File: config.mk
export PLATFORM = sky130hd
export DESIGN_NAME = hazard_ctrl_unit
export DESIGN_NICKNAME = d
export VERILOG_FILES = /design/src/rtl/hazard_pkg.sv /design/src/rtl/hazard_src_match.sv /design/src/rtl/hazard_ctrl_unit.sv
export SDC_FILE = /design/constraint.sdc
export NUM_CORES = 1
export LEC_CHECK = 0
export ABC_AREA = 1
export BUFFER_PORTS_ARGS = -buffer_cell sky130_fd_sc_hd__buf_2
export CAP_MARGIN = 20
export CORE_ASPECT_RATIO = 0.9
export CORE_MARGIN = 8
export CORE_UTILIZATION = 41
export DETAILED_ROUTE_END_ITERATION = 10
export PLACE_DENSITY = 0.73
export SYNTH_ARGS = -nofsm -noshare
export SYNTH_HDL_FRONTEND = slang
export SYNTH_SLANG_ARGS = --single-unit
export TNS_END_PERCENT = 5
File: constraint.sdc
create_clock -name clk -period 2.52 [get_ports clk]
set_clock_uncertainty 0.15 [all_clocks]
set_input_delay 0.378 -clock clk [delete_from_list [all_inputs] [get_ports clk]]
set_output_delay 0.378 -clock clk [all_outputs]
set_load 0.005 [all_outputs]
File: src/rtl/hazard_pkg.sv
// Shared types and constants for the pipeline hazard controller.
// Holds the controller state encoding and the register-index defaults.
package hazard_pkg;

    localparam int unsigned ADDR_W_DEF = 5;

    // Index of the hard-wired zero register; writes to it never create a hazard.
    localparam int unsigned REG_X0 = 0;

    typedef enum logic [1:0] {
        StIdle,
        StLdStall,
        StMdBusy
    } hazard_state_e;

endpackage

File: src/rtl/hazard_src_match.sv
// Compares the EX destination register against every used ID source operand.
// any_match is high when at least one live source reads the register EX will write.
module hazard_src_match
    import hazard_pkg::*;
#(
    parameter int unsigned ADDR_W  = ADDR_W_DEF,
    parameter int unsigned NUM_SRC = 2
) (
    input  logic                      id_valid,
    input  logic [NUM_SRC*ADDR_W-1:0] id_rs,
    input  logic [NUM_SRC-1:0]        id_rs_used,
    input  logic [ADDR_W-1:0]         ex_rd,
    output logic                      any_match
);

    logic               rd_live;
    logic [NUM_SRC-1:0] src_match;

    assign rd_live = id_valid && (ex_rd != ADDR_W'(REG_X0));

    for (genvar i = 0; i < NUM_SRC; i++) begin : g_src
        assign src_match[i] = rd_live && id_rs_used[i]
                              && (id_rs[i*ADDR_W +: ADDR_W] == ex_rd);
    end

    assign any_match = |src_match;

endmodule

File: src/rtl/hazard_ctrl_unit.sv
// Hazard controller between IF/ID and ID/EX: load-use bubbles, mul/div front-end
// stall, redirect flush, and a saturating count of cycles with the PC frozen.
module hazard_ctrl_unit
    import hazard_pkg::*;
#(
    parameter int unsigned ADDR_W       = ADDR_W_DEF,
    parameter int unsigned NUM_SRC      = 2,
    parameter int unsigned LOAD_BUBBLES = 1,
    parameter int unsigned MD_LAT       = 4,
    parameter int unsigned CNT_W        = 32
) (
    input  logic                      clk,
    input  logic                      rst,
    input  logic                      id_valid,
    input  logic [NUM_SRC*ADDR_W-1:0] id_rs,
    input  logic [NUM_SRC-1:0]        id_rs_used,
    input  logic                      ex_valid,
    input  logic [ADDR_W-1:0]         ex_rd,
    input  logic                      ex_regwrite,
    input  logic                      ex_memread,
    input  logic                      ex_is_md,
    input  logic                      ex_redirect,
    output logic                      pc_write,
    output logic                      ifid_write,
    output logic                      idex_bubble,
    output logic                      ifid_flush,
    output logic                      ex_hold,
    output logic                      md_busy,
    output logic [CNT_W-1:0]          stall_cnt
);

    localparam int unsigned RemMax = (LOAD_BUBBLES > MD_LAT) ? LOAD_BUBBLES : MD_LAT;
    localparam int unsigned RemW   = $clog2(RemMax);

    localparam logic [RemW-1:0] LdRemInit = RemW'(LOAD_BUBBLES - 1);
    localparam logic [RemW-1:0] MdRemInit = RemW'(MD_LAT - 2);

    hazard_state_e     state_q, state_d;
    logic [RemW-1:0]   rem_q, rem_d;
    logic [CNT_W-1:0]  stall_cnt_q, stall_cnt_d;
    logic              any_match;
    logic              load_use;
    logic              md_start;

    hazard_src_match #(
        .ADDR_W  (ADDR_W),
        .NUM_SRC (NUM_SRC)
    ) u_src_match (
        .id_valid   (id_valid),
        .id_rs      (id_rs),
        .id_rs_used (id_rs_used),
        .ex_rd      (ex_rd),
        .any_match  (any_match)
    );

    assign load_use = ex_valid && ex_memread && ex_regwrite && any_match;
    assign md_start = ex_valid && ex_is_md;

    always_comb begin
        state_d     = state_q;
        rem_d       = rem_q;
        pc_write    = 1'b1;
        ifid_write  = 1'b1;
        idex_bubble = 1'b0;
        ifid_flush  = 1'b0;
        ex_hold     = 1'b0;
        md_busy     = 1'b0;

        unique case (state_q)
            StIdle: begin
                // Redirect squashes the ID instruction, so a load-use on it is moot.
                if (ex_redirect) begin
                    ifid_flush  = 1'b1;
                    idex_bubble = 1'b1;
                end else if (load_use) begin
                    pc_write    = 1'b0;
                    ifid_write  = 1'b0;
                    idex_bubble = 1'b1;
                    if (LOAD_BUBBLES > 1) begin
                        state_d = StLdStall;
                        rem_d   = LdRemInit;
                    end
                end else if (md_start) begin
                    pc_write   = 1'b0;
                    ifid_write = 1'b0;
                    ex_hold    = 1'b1;
                    md_busy    = 1'b1;
                    state_d    = StMdBusy;
                    rem_d      = MdRemInit;
                end
            end

            StLdStall: begin
                pc_write    = 1'b0;
                ifid_write  = 1'b0;
                idex_bubble = 1'b1;
                rem_d       = rem_q - RemW'(1);
                if (rem_q == RemW'(1)) begin
                    state_d = StIdle;
                end
            end

            StMdBusy: begin
                pc_write   = 1'b0;
                ifid_write = 1'b0;
                ex_hold    = 1'b1;
                md_busy    = 1'b1;
                if (rem_q == '0) begin
                    state_d = StIdle;
                end else begin
                    rem_d = rem_q - RemW'(1);
                end
            end

            default: begin
                state_d = StIdle;
                rem_d   = '0;
            end
        endcase
    end

    always_comb begin
        stall_cnt_d = stall_cnt_q;
        if (!pc_write && (stall_cnt_q != {CNT_W{1'b1}})) begin
            stall_cnt_d = stall_cnt_q + CNT_W'(1);
        end
    end

    always_ff @(posedge clk or posedge rst) begin
        if (rst) begin
            state_q     <= StIdle;
            rem_q       <= '0;
            stall_cnt_q <= '0;
        end else begin
            state_q     <= state_d;
            rem_q       <= rem_d;
            stall_cnt_q <= stall_cnt_d;
        end
    end

    assign stall_cnt = stall_cnt_q;

endmodule
=== Yosys cells after proc, flatten, opt, wreduce, memory -nomap -nowiden ===
Index checks and enable logic that the tools add are counted.

* Register bits after elaboration: 36
* Bits of input ports: 25
* Output and inout bits: 38
* Word-level logic and storage cells: 56

* Muxes and demuxes: 21
* Add/sub/neg operators: 2
* Equal/unequal tests: 12
* Reduce and logical (&&, ||, !) cells: 18

{| class="wikitable"
|+ Operators by type and width
! operator !! number
|-
| $add A32 B1 Y32 const B || 1
|-
| $ne A32 B32 Y1 const B || 1
|-
| $mux W2 || 6
|-
| $ne A2 B2 Y1 const B || 6
|-
| $pmux W2 S3 || 2
|-
| $eq A5 B5 Y1 || 2
|-
| $logic_and A1 B1 Y1 || 10
|-
| $mux W1 || 10
|-
| $pmux W1 S2 || 3
|-
| $reduce_and A5 Y1 || 1
|-
| $reduce_bool A5 Y1 || 1
|-
| $eq A2 B1 Y1 const B || 2
|-
| $logic_not A2 Y1 || 2
|-
| $reduce_and A4 Y1 || 1
|-
| $reduce_or A2 Y1 || 2
|-
| $eq A2 B2 Y1 const B || 1
|-
| $sub A2 B1 Y2 const B || 1
|-
| $logic_not A1 Y1 || 1
|}

=== Logic depth before layout (Yosys ltp) ===
Gate-level depths: netlist of the first run.

* Depth after elaboration: 11
* Depth in mapped cells: 12
* Depth with buffers taken out: 11

=== Cells and area by module ===
A second synthesis of the first run with hierarchy kept.

* Cells, all modules: 432
* Area, all modules: 2580.0 um2

{| class="wikitable"
|+ Modules (own cells, without submodules)
! module !! times used !! sequential area each (um2) !! cells an instance !! area an instance (um2)
|-
| hazard_ctrl_unit || 1 || 875.8 || 376 || 2357.3
|-
| hazard_src_match || 1 || 0.0 || 56 || 222.7
|}

=== Least setup slack after synthesis of the first run ===
OpenSTA, ideal clock, no wires.

* Kind: input -> output
* From: input port id_rs[2]
* To: output port pc_write
* Arrival: 1411 ps
* Cell stages on the path: 11
* Buffers on the path: 2
* Data required time: 1992 ps
* Path slack: 581 ps
* Cell sequence: inv_1 -> nand2_1 -> nand2_1 -> nor2_1 -> nand3_1 -> nand2_1 -> nand2_1 -> nand2_2 -> clkbuf_1 -> nand2_1 -> buf_4

* Longest elaborated chain between the ends: 7

{| class="wikitable"
|+ RTL lines
! item !! RTL line !! source
|-
| start: declaration || hazard_ctrl_unit.sv:15 || <nowiki>input logic [NUM_SRC*ADDR_W-1:0] id_rs,</nowiki>
|-
| $eq A5 B5 Y1 || hazard_src_match.sv:23 || <nowiki>&& (id_rs[i*ADDR_W +: ADDR_W] == ex_rd);</nowiki>
|-
| $logic_and A1 B1 Y1 || hazard_src_match.sv:23 ||
|-
| $reduce_or A2 Y1 || hazard_src_match.sv:26 || <nowiki>assign any_match = |src_match;</nowiki>
|-
| $logic_and A1 B1 Y1 || hazard_ctrl_unit.sv:56 || <nowiki>assign load_use = ex_valid && ex_memread && ex_regwrite && any_match;</nowiki>
|-
| $mux W1 (2 in series) || n/a ||
|-
| $pmux W1 S2 || n/a ||
|-
| end: declaration || hazard_ctrl_unit.sv:23 || <nowiki>output logic pc_write,</nowiki>
|}

No other way between the ends.

=== Worst setup path in the final report of the first run ===
* From: input port ex_rd[1]
* To: output port pc_write

* Longest elaborated chain between the ends: 9

{| class="wikitable"
|+ RTL lines
! item !! RTL line !! source
|-
| start: declaration || hazard_ctrl_unit.sv:18 || <nowiki>input logic [ADDR_W-1:0] ex_rd,</nowiki>
|-
| $reduce_bool A5 Y1 || hazard_src_match.sv:19 || <nowiki>assign rd_live = id_valid && (ex_rd != ADDR_W'(REG_X0));</nowiki>
|-
| $logic_and A1 B1 Y1 || hazard_src_match.sv:19 ||
|-
| $logic_and A1 B1 Y1 || hazard_src_match.sv:22 || <nowiki>assign src_match[i] = rd_live && id_rs_used[i]</nowiki>
|-
| $logic_and A1 B1 Y1 || hazard_src_match.sv:23 ||
|-
| $reduce_or A2 Y1 * || hazard_src_match.sv:26 ||
|-
| $logic_and A1 B1 Y1 * || hazard_ctrl_unit.sv:56 ||
|-
| $mux W1 * || hazard_ctrl_unit.sv:75 || <nowiki>end else if (load_use) begin</nowiki>
|-
| $mux W1 * || hazard_ctrl_unit.sv:72 || <nowiki>if (ex_redirect) begin</nowiki>
|-
| $pmux W1 S2 * || hazard_ctrl_unit.sv:69 || <nowiki>unique case (state_q)</nowiki>
|}

Mark *: on every way between the ends. The rest lies on a longest branch, timed or not.

==> results by group, run 1 <==
Hold path
  • Hold Crit Class: input port to asynchronous set/reset pin

Yosys
  • Number of warnings issued by yosys: 0
  • Sequential area share after synthesis: 0.325
  • Number of cells produced by synthesis: 434
  • Net count after synthesis: 461
  • Synthesized flop and latch total: 35
  • Mapped cell area: 2700 um^2
  • Mean cell area of the mapped netlist: 6.21 um^2
  • Count of distinct cell types in the synthesized netlist: 24

GRT
  • Global-route total usage across every layer: 0.173
  • First-pass GRT wire length: 13200 um
  • Overflow left after global routing: 0
  • Number of global-route vias before repair: 2696
  • Maximum number of pins on one net before global-route repair: 36
  • Initial antenna violation count: 0

Setup path
  • CP max-delay cell: sky130_fd_sc_hd__nand2_2
  • Critical path's largest stage delay: 0.26 ns
  • Worst Path Max Fanout: 18
  • Most common cell on crit path: sky130_fd_sc_hd__nand2_1
  • CP startpoint kind: input port
  • Cell family with most CP delay: simple AND/OR/NAND/NOR gates
  • Endpoint required time on the critical path: 1.99 ns
  • Setup slack of the most critical reg-to-reg path: 0.45 ns
  • Crit path kind: input port to primary output
  • Worst path bufs/invs: 3
  • Worst path arrival time: 1.55 ns
  • Worst Setup End Kind: primary output
  • Crit-path cells: buf_2 > inv_2 > nand2_1 > nand2_1 > nor2_1 > nand3_1 > nand2_1 > nand2_1 > nand2_2 > nand2_1 > buf_2

Timing
  • Fin crit period: 2.08 ns
  • Part of the cycle the worst path needs: 0.826
  • Worst-case headroom to the max-slew limit: 0.704
  • Final worst-path setup slack: 0.439 ns
  • RSZ-0062 raised after global routing: no
  • Final hold violation count: 0
  • Worst-margin pin slew: 0.443 ns
  • Achievable Freq: 0.481 GHz
  • Worst hold margin: 0.0303 ns
  • Max-slew violations: 0
  • Setup TNS: 0 ns
  • Final number of setup-violating endpoints: 0

Cells and area
  • Synth-to-layout area growth: 17.6%
  • Area taken by multi-input logic gates: 1600 um^2
  • Most frequent cells in the layout: 205 x sky130_fd_sc_hd__nand2_1, 62 x sky130_fd_sc_hd__nor2_1, 62 x sky130_fd_sc_hd__buf_2
  • Number of fill cells: 670
  • Net total in the final layout: 523
  • Layout cell share with drive strength beyond 1: 0.189
  • Antenna Diode Count: 0
  • Most frequent standard cell in the layout excluding fill and tap cells: sky130_fd_sc_hd__nand2_1
  • Sequential cell area: 876 um^2
  • Final Non-Filler Cells: 587

Power and ir drop
  • Worst IR Drop VDD: 0.256 mV
  • Leakage power: 0.00174 uW
  • Power density of the placed cells: 493 nW/um^2

Floorplanning
  • I/O pins: 63
  • Standard-cell row count: 28
  • Floorplan die width: 101 um
  • Core Region: 6480 um^2
  • Effective utilization at floorplan: 0.416
  • Die height: 92.9 um
  • Area enclosed by the die boundary: 9430 um^2

Run status
  • Result of the run: finished, final reports clean

Clocking
  • Clk slew on worst S/H paths: 0.08 ns
  • Number of post-CTS setup repair buffers: 0
  • TritonCTS clock tree: yes
  • Root buf cell: sky130_fd_sc_hd__clkbuf_8
  • Clk Latency, worst-skew pair: 0.29 ns
  • CTS H-tree lvls: 2
  • Clock Tree Buf Depth: 2
  • Total clock buffers created by CTS: 5
  • Number of buffers inserted for hold repair after clock tree synthesis: 0
  • Resize count post-CTS: 0
  • Clock Sinks: 35

Routing
  • DR vias/cell: 4.88
  • WL met2: 3610 um
  • Number of iterations in the first detailed-routing pass: 4
  • Met1 WL: 3630 um
  • Violation count after the first detailed-routing iteration: 143
  • DRC viols: 0
  • Sum of met3 wire segment lengths after detailed routing: 527 um
  • Antenna-violating nets left: 0
  • Wire length per cell after detailed routing: 13.3 um
  • Routed vias: 2863
  • Final routed wirelength across all metal layers: 7830 um
  • Highest metal used: met4

Placed design
  • PortBufs: 62
  • Final weighted congestion in routability-driven placement: 0.974
  • Number of placed instances with taps included: 579
  • Half-perimeter wire length after placement: 6230 um
  • Post-placement worst setup slack: 0.428 ns

Flow run
  • Max-cap violations: 0
per-layer routing:
layer,track usage,up-vias
met3,0.0307,5
li1,-,1484
met5,0,-
met2,0.279,75
met4,0.0335,0
met1,0.235,1299
cells by family (layout without fill, tap and decap cells):
| logic type | count (synthesis) | after routing | share of synthesized area |
|---|---|---|---|
| adder cells (fa/ha/maj) | 2 | 2 | 0.00928 |
| buffers and inverters | 49 | 112 | 0.0808 |
| flip-flops | 35 | 35 | 0.325 |
| AND/OR/NAND/NOR | 333 | 333 | 0.536 |
| XOR/XNOR | 15 | 15 | 0.0487 |
sequential cells by signal, summed over array words and instances, names as in the netlist:
| name | count |
|---|---|
| rem_q | 2 |
| stall_cnt | 32 |
| state_q | 1 |
metrics by stage:
step / area (um^2) / power, uW / util
floorplan: 2700 / 1020 / -
global placement: 3080 / 1160 / 0.476
detailed placement: 3080 / 1170 / 0.476
CTS: 3170 / 1580 / 0.489
global route: 3170 / 1670 / 0.489
finish: 3170 / 1560 / 0.489
cell usage after synthesis (all sizes together):
library cell / instances / area (um^2)
xor2: 11 / 96.3
nand3b: 14 / 105
nor2: 65 / 256
nand2: 206 / 776
xnor2: 4 / 35.0
clkbuf: 3 / 11.3
buf: 11 / 75.1
clkinv: 1 / 3.75
inv: 34 / 128
nand4: 36 / 231
nor3: 1 / 5.00
nand3: 10 / 65.1
ha: 2 / 25.0
dfrtp: 35 / 876
and3: 1 / 6.26
worst min-delay path, delay by kind of cell:
family | cells | cell delay (ns)
buffers and inverters | 3 | 0.52
report_power, final:
part           internal, uW  switching [uW]
registers               619            78.9
logic                   167             292
clock network           193             211
area by class of cell:
class	count	share of cell area
Timing Repair Buffer	69	0.114
Inverter	35	0.0415
Multi-Input combinational cell	350	0.505
Clock inverter	2	0.00395
Tap cell	90	0.0355
Clock buffer	6	0.0229
Sequential cell	35	0.276
worst paths after layout:
| check | from | end | cells after the start |
|---|---|---|---|
| worst max-delay path | ex_rd[1] | pc_write | 11 |
| worst min-delay path | rst | stall_cnt[13]$_DFFE_PP0P_ | 3 |
| worst max register to register | stall_cnt[0]$_DFFE_PP0P_ | stall_cnt[8]$_DFFE_PP0P_ | 10 |
| worst min register to register | rem_q[1]$_DFFE_PP0P_ | rem_q[1]$_DFFE_PP0P_ | 2 |
| max in group asynchronous | rst | stall_cnt[17]$_DFFE_PP0P_ | 3 |
| min in group clk | rem_q[1]$_DFFE_PP0P_ | rem_q[1]$_DFFE_PP0P_ | 2 |
(Power assumes the default switching activity.)
==> run 2, diff against run 1 <==
--- a/config.mk
+++ b/config.mk
@@ -12,7 +12,7 @@
 export CORE_MARGIN = 8
 export CORE_UTILIZATION = 41
 export DETAILED_ROUTE_END_ITERATION = 10
-export PLACE_DENSITY = 0.73
+export PLACE_DENSITY = 0.75
 export SYNTH_ARGS = -nofsm -noshare
 export SYNTH_HDL_FRONTEND = slang
 export SYNTH_SLANG_ARGS = --single-unit
==> constraint.sdc (replaced) <==
create_clock -name clk -period 1.75 [get_ports clk]
set_clock_uncertainty 0.15 [all_clocks]
set_input_delay 0.2625 -clock clk [delete_from_list [all_inputs] [get_ports clk]]
set_output_delay 0.2625 -clock clk [all_outputs]
set_load 0.005 [all_outputs]
==> run 2 against run 1 <==
Against the previous run: worst setup slack lost 0.36 ns; via count grew 8.9%; register-to-register slack lost 0.37 ns; largest power group unchanged; combinational power grew 97%; hold slack gained 0.30 ns.
==> results by group, run 2 (same netlist as run 1, synthesis figures left out) <==
Power and ir drop
  • Leakage power: 0.00199 uW (was 0.00174 uW)
  • Fraction of power spent switching nets: 0.363 (was 0.373)
  • Internal power: 1580 uW (was 979 uW)
  • Clock power frac: 0.233 (was 0.259)
  • Power density of the placed cells: 682 nW/um^2 (was 493 nW/um^2)
  • Comb pwr share: 0.366 (was 0.294)
  • Worst IR Drop VDD: 0.373 mV (was 0.256 mV)
  • Net switching power: 902 uW (was 583 uW)
  • Portion of total power attributed to sequential cells: 0.401 (was 0.447)

Placed design
  • Post-Place Cell Area: 3450 um^2 (was 3080 um^2)
  • PortBufs: 62 (unchanged)
  • Number of placed instances with taps included: 620 (was 579)
  • Half-perimeter wire length after placement: 6860 um (was 6230 um)
  • Final weighted congestion in routability-driven placement: 0.948 (was 0.974)
  • Post-placement worst setup slack: -0.0760 ns (was 0.428 ns)

GRT
  • Number of global-route vias before repair: 3000 (was 2696)
  • Global-route total usage across every layer: 0.184 (was 0.173)
  • Initial antenna violation count: 0 (unchanged)
  • GR Util met3: 0.0307 (unchanged)
  • First-pass GRT wire length: 14100 um (was 13200 um)
  • Maximum number of pins on one net before global-route repair: 36 (unchanged)
  • Busiest metal layer after global routing: met2 (unchanged)
  • GRT met1 Usage: 0.233 (was 0.235)
  • Overflow left after global routing: 0 (unchanged)
  • Met2 routing resource usage after global routing: 0.315 (was 0.279)

Floorplanning
  • Standard-cell row count: 28 (unchanged)
  • Floorplan die width: 101 um (unchanged)
  • I/O pins: 63 (unchanged)
  • Area enclosed by the die boundary: 9430 um^2 (unchanged)
  • Die height: 92.9 um (unchanged)
  • Core Region: 6480 um^2 (unchanged)
  • Effective utilization at floorplan: 0.416 (unchanged)

Routing
  • Final routed wirelength across all metal layers: 8480 um (was 7830 um)
  • Antenna-violating nets left: 0 (unchanged)
  • Number of iterations in the first detailed-routing pass: 4 (unchanged)
  • Routed vias: 3118 (was 2863)
  • Wire length per cell after detailed routing: 13.4 um (was 13.3 um)
  • Violation count after the first detailed-routing iteration: 175 (was 143)
  • DR vias/cell: 4.93 (was 4.88)
  • DRC viols: 0 (unchanged)

Cells and area
  • Final Non-Filler Cells: 632 (was 587)
  • Final standard cell area without fillers: 3640 um^2 (was 3170 um^2)
  • Net total in the final layout: 568 (was 523)
  • Fin util: 0.562 (was 0.489)
  • Antenna Diode Count: 0 (unchanged)
  • Most frequent standard cell in the layout excluding fill and tap cells: sky130_fd_sc_hd__nand2_1 (unchanged)
  • Synth-to-layout area growth: 35.1% (was 17.6%)
  • Layout cell share with drive strength beyond 1: 0.301 (was 0.189)
  • Most frequent cells in the layout: 203 x sky130_fd_sc_hd__nand2_1, 62 x sky130_fd_sc_hd__buf_2, 47 x sky130_fd_sc_hd__buf_4 (was 205 x sky130_fd_sc_hd__nand2_1, 62 x sky130_fd_sc_hd__nor2_1, 62 x sky130_fd_sc_hd__buf_2)
  • Flip-flop count of the largest register, all copies and words added: 32 (unchanged)

Setup path
  • CP startpoint kind: flip-flop (was input port)
  • Startpoint of the worst-slack reg-to-reg timing path: stall_cnt[8]$_DFFE_PP0P_ (was stall_cnt[0]$_DFFE_PP0P_)
  • Endpoint required time on the critical path: 1.78 ns (was 1.99 ns)
  • Number of cells on the worst reg-to-reg path: 10 (unchanged)
  • Setup slack of the most critical reg-to-reg path: 0.08 ns (was 0.45 ns)
  • Worst Path Max Fanout: 4 (was 18)
  • Worst R2R End: stall_cnt[28]$_DFFE_PP0P_ (was stall_cnt[8]$_DFFE_PP0P_)
  • Worst path arrival time: 1.70 ns (was 1.55 ns)
  • Worst Setup End Kind: flip-flop (was primary output)
  • Crit path kind: flip-flop to flip-flop (was input port to primary output)

Timing
  • Final worst-path setup slack: 0.0756 ns (was 0.439 ns)
  • RSZ-0062 raised after global routing: yes (was no)
  • Max-slew violations: 0 (unchanged)
  • Fin crit period: 1.67 ns
  • Final hold violation count: 0 (unchanged)
  • Part of the cycle the worst path needs: 0.957
  • Worst-case headroom to the max-slew limit: 0.695 (was 0.704)
  • Final number of setup-violating endpoints: 0 (unchanged)
  • Achievable Freq: 0.597 GHz
  • Worst-margin pin slew: 0.458 ns (was 0.443 ns)

Hold path
  • Hold Crit Class: flip-flop to flip-flop (was input port to asynchronous set/reset pin)
  • Launch point of the worst hold path: rem_q[0]$_DFFE_PP0P_
  • Endpoint of the worst hold path: rem_q[0]$_DFFE_PP0P_
  • Number of cells on the worst hold path: 2

Clocking
  • Clk slew on worst S/H paths: 0.07 ns (was 0.08 ns)
  • Root buf cell: sky130_fd_sc_hd__clkbuf_8 (unchanged)
  • Total clock buffers created by CTS: 5 (unchanged)
  • Clock Tree Buf Depth: 2 (unchanged)
  • TritonCTS clock tree: yes (unchanged)
  • Clock Sinks: 35 (unchanged)
  • Clk Latency, worst-skew pair: 0.29 ns (about the same)
  • CTS H-tree lvls: 2 (unchanged)

Flow run
  • Max-cap violations: 0 (unchanged)

Run status
  • Result of the run: finished, final reports clean (unchanged)
run 2: cell count changes in the layout (fill, tap and decap cells not counted), sizes merged:
cell and change:
dlygate4sd3 +1, buf +44, clkbuf +1, clkinvlp -1
run 2: metal layers:
layer	share of wire	vias up
met2	0.50	63
li1	-	1580
met1	0.45	1468
met3	0.048	7
met4	0.0083	0
met5	0	-
run 2: worst max-delay path: stages (launching register included):
cell,delay [ns]
sky130_fd_sc_hd__dfrtp_1,0.41
sky130_fd_sc_hd__nand2_1,0.13
sky130_fd_sc_hd__nor2_2,0.15
sky130_fd_sc_hd__buf_4,0.14
sky130_fd_sc_hd__nand2_1,0.09
sky130_fd_sc_hd__nor2_2,0.17
sky130_fd_sc_hd__nand2_1,0.07
sky130_fd_sc_hd__nand2_1,0.06
sky130_fd_sc_hd__nand2_1,0.06
sky130_fd_sc_hd__nand4_1,0.08
sky130_fd_sc_hd__nand2_1,0.05
run 2: what timing repair did:
item,4_1_cts,5_1_grt
hold buffers,1,0
resized for setup,4,25
setup buffers,0,3
pin swaps,0,4
endpoints found under the hold margin,35,0
endpoints found under the setup margin,5,36
run 2: layout make-up:
type | instances | area (um^2)
clock buffer | 7 | 76.3
clock inverter | 1 | 5.00
fill | 647 | 2840
inverter | 35 | 131
multi-input combinational | 350 | 1700
sequential | 35 | 883
tap | 90 | 113
timing repair buffer | 114 | 736
run 2: worst max-delay path by stage:
| stage | endpoint | slack (ns) | cells after the start | startpoint |
|---|---|---|---|---|
| 2_1_floorplan | stall_cnt[29]$_DFFE_PP0P_ | 0.01 | 9 | stall_cnt[1]$_DFFE_PP0P_ |
| 3_5_place_dp | stall_cnt[16]$_DFFE_PP0P_ | -0.08 | 9 | stall_cnt[1]$_DFFE_PP0P_ |
| 5_1_grt | stall_cnt[31]$_DFFE_PP0P_ | -0.02 | 10 | stall_cnt[0]$_DFFE_PP0P_ |
| 3_3_place_gp | stall_cnt[16]$_DFFE_PP0P_ | -0.05 | 9 | stall_cnt[1]$_DFFE_PP0P_ |
| 6_report | stall_cnt[28]$_DFFE_PP0P_ | 0.08 | 10 | stall_cnt[8]$_DFFE_PP0P_ |
| 4_1_cts | stall_cnt[28]$_DFFE_PP0P_ | 0.01 | 10 | stall_cnt[8]$_DFFE_PP0P_ |
run 2: power groups by stage:
stage | clock [uW] | combinational, uW | sequential (uW)
after detailed placement | 0 | 870 | 997
after global routing | 623 | 1020 | 1010
after CTS | 588 | 880 | 986
after floorplan | 0 | 477 | 1020
final | 577 | 908 | 996
after global placement | 0 | 845 | 992
run 2: per-stage QoR:
stage	total power, uW	hold WS, ns	TNS, ns
after floorplan	1490	0.267	0
after global placement	1840	0.228	-0.0528
after detailed placement	1870	0.242	-0.0785
after CTS	2450	0.288	0
after global routing	2650	0.348	-0.137
final	2480	0.332	0
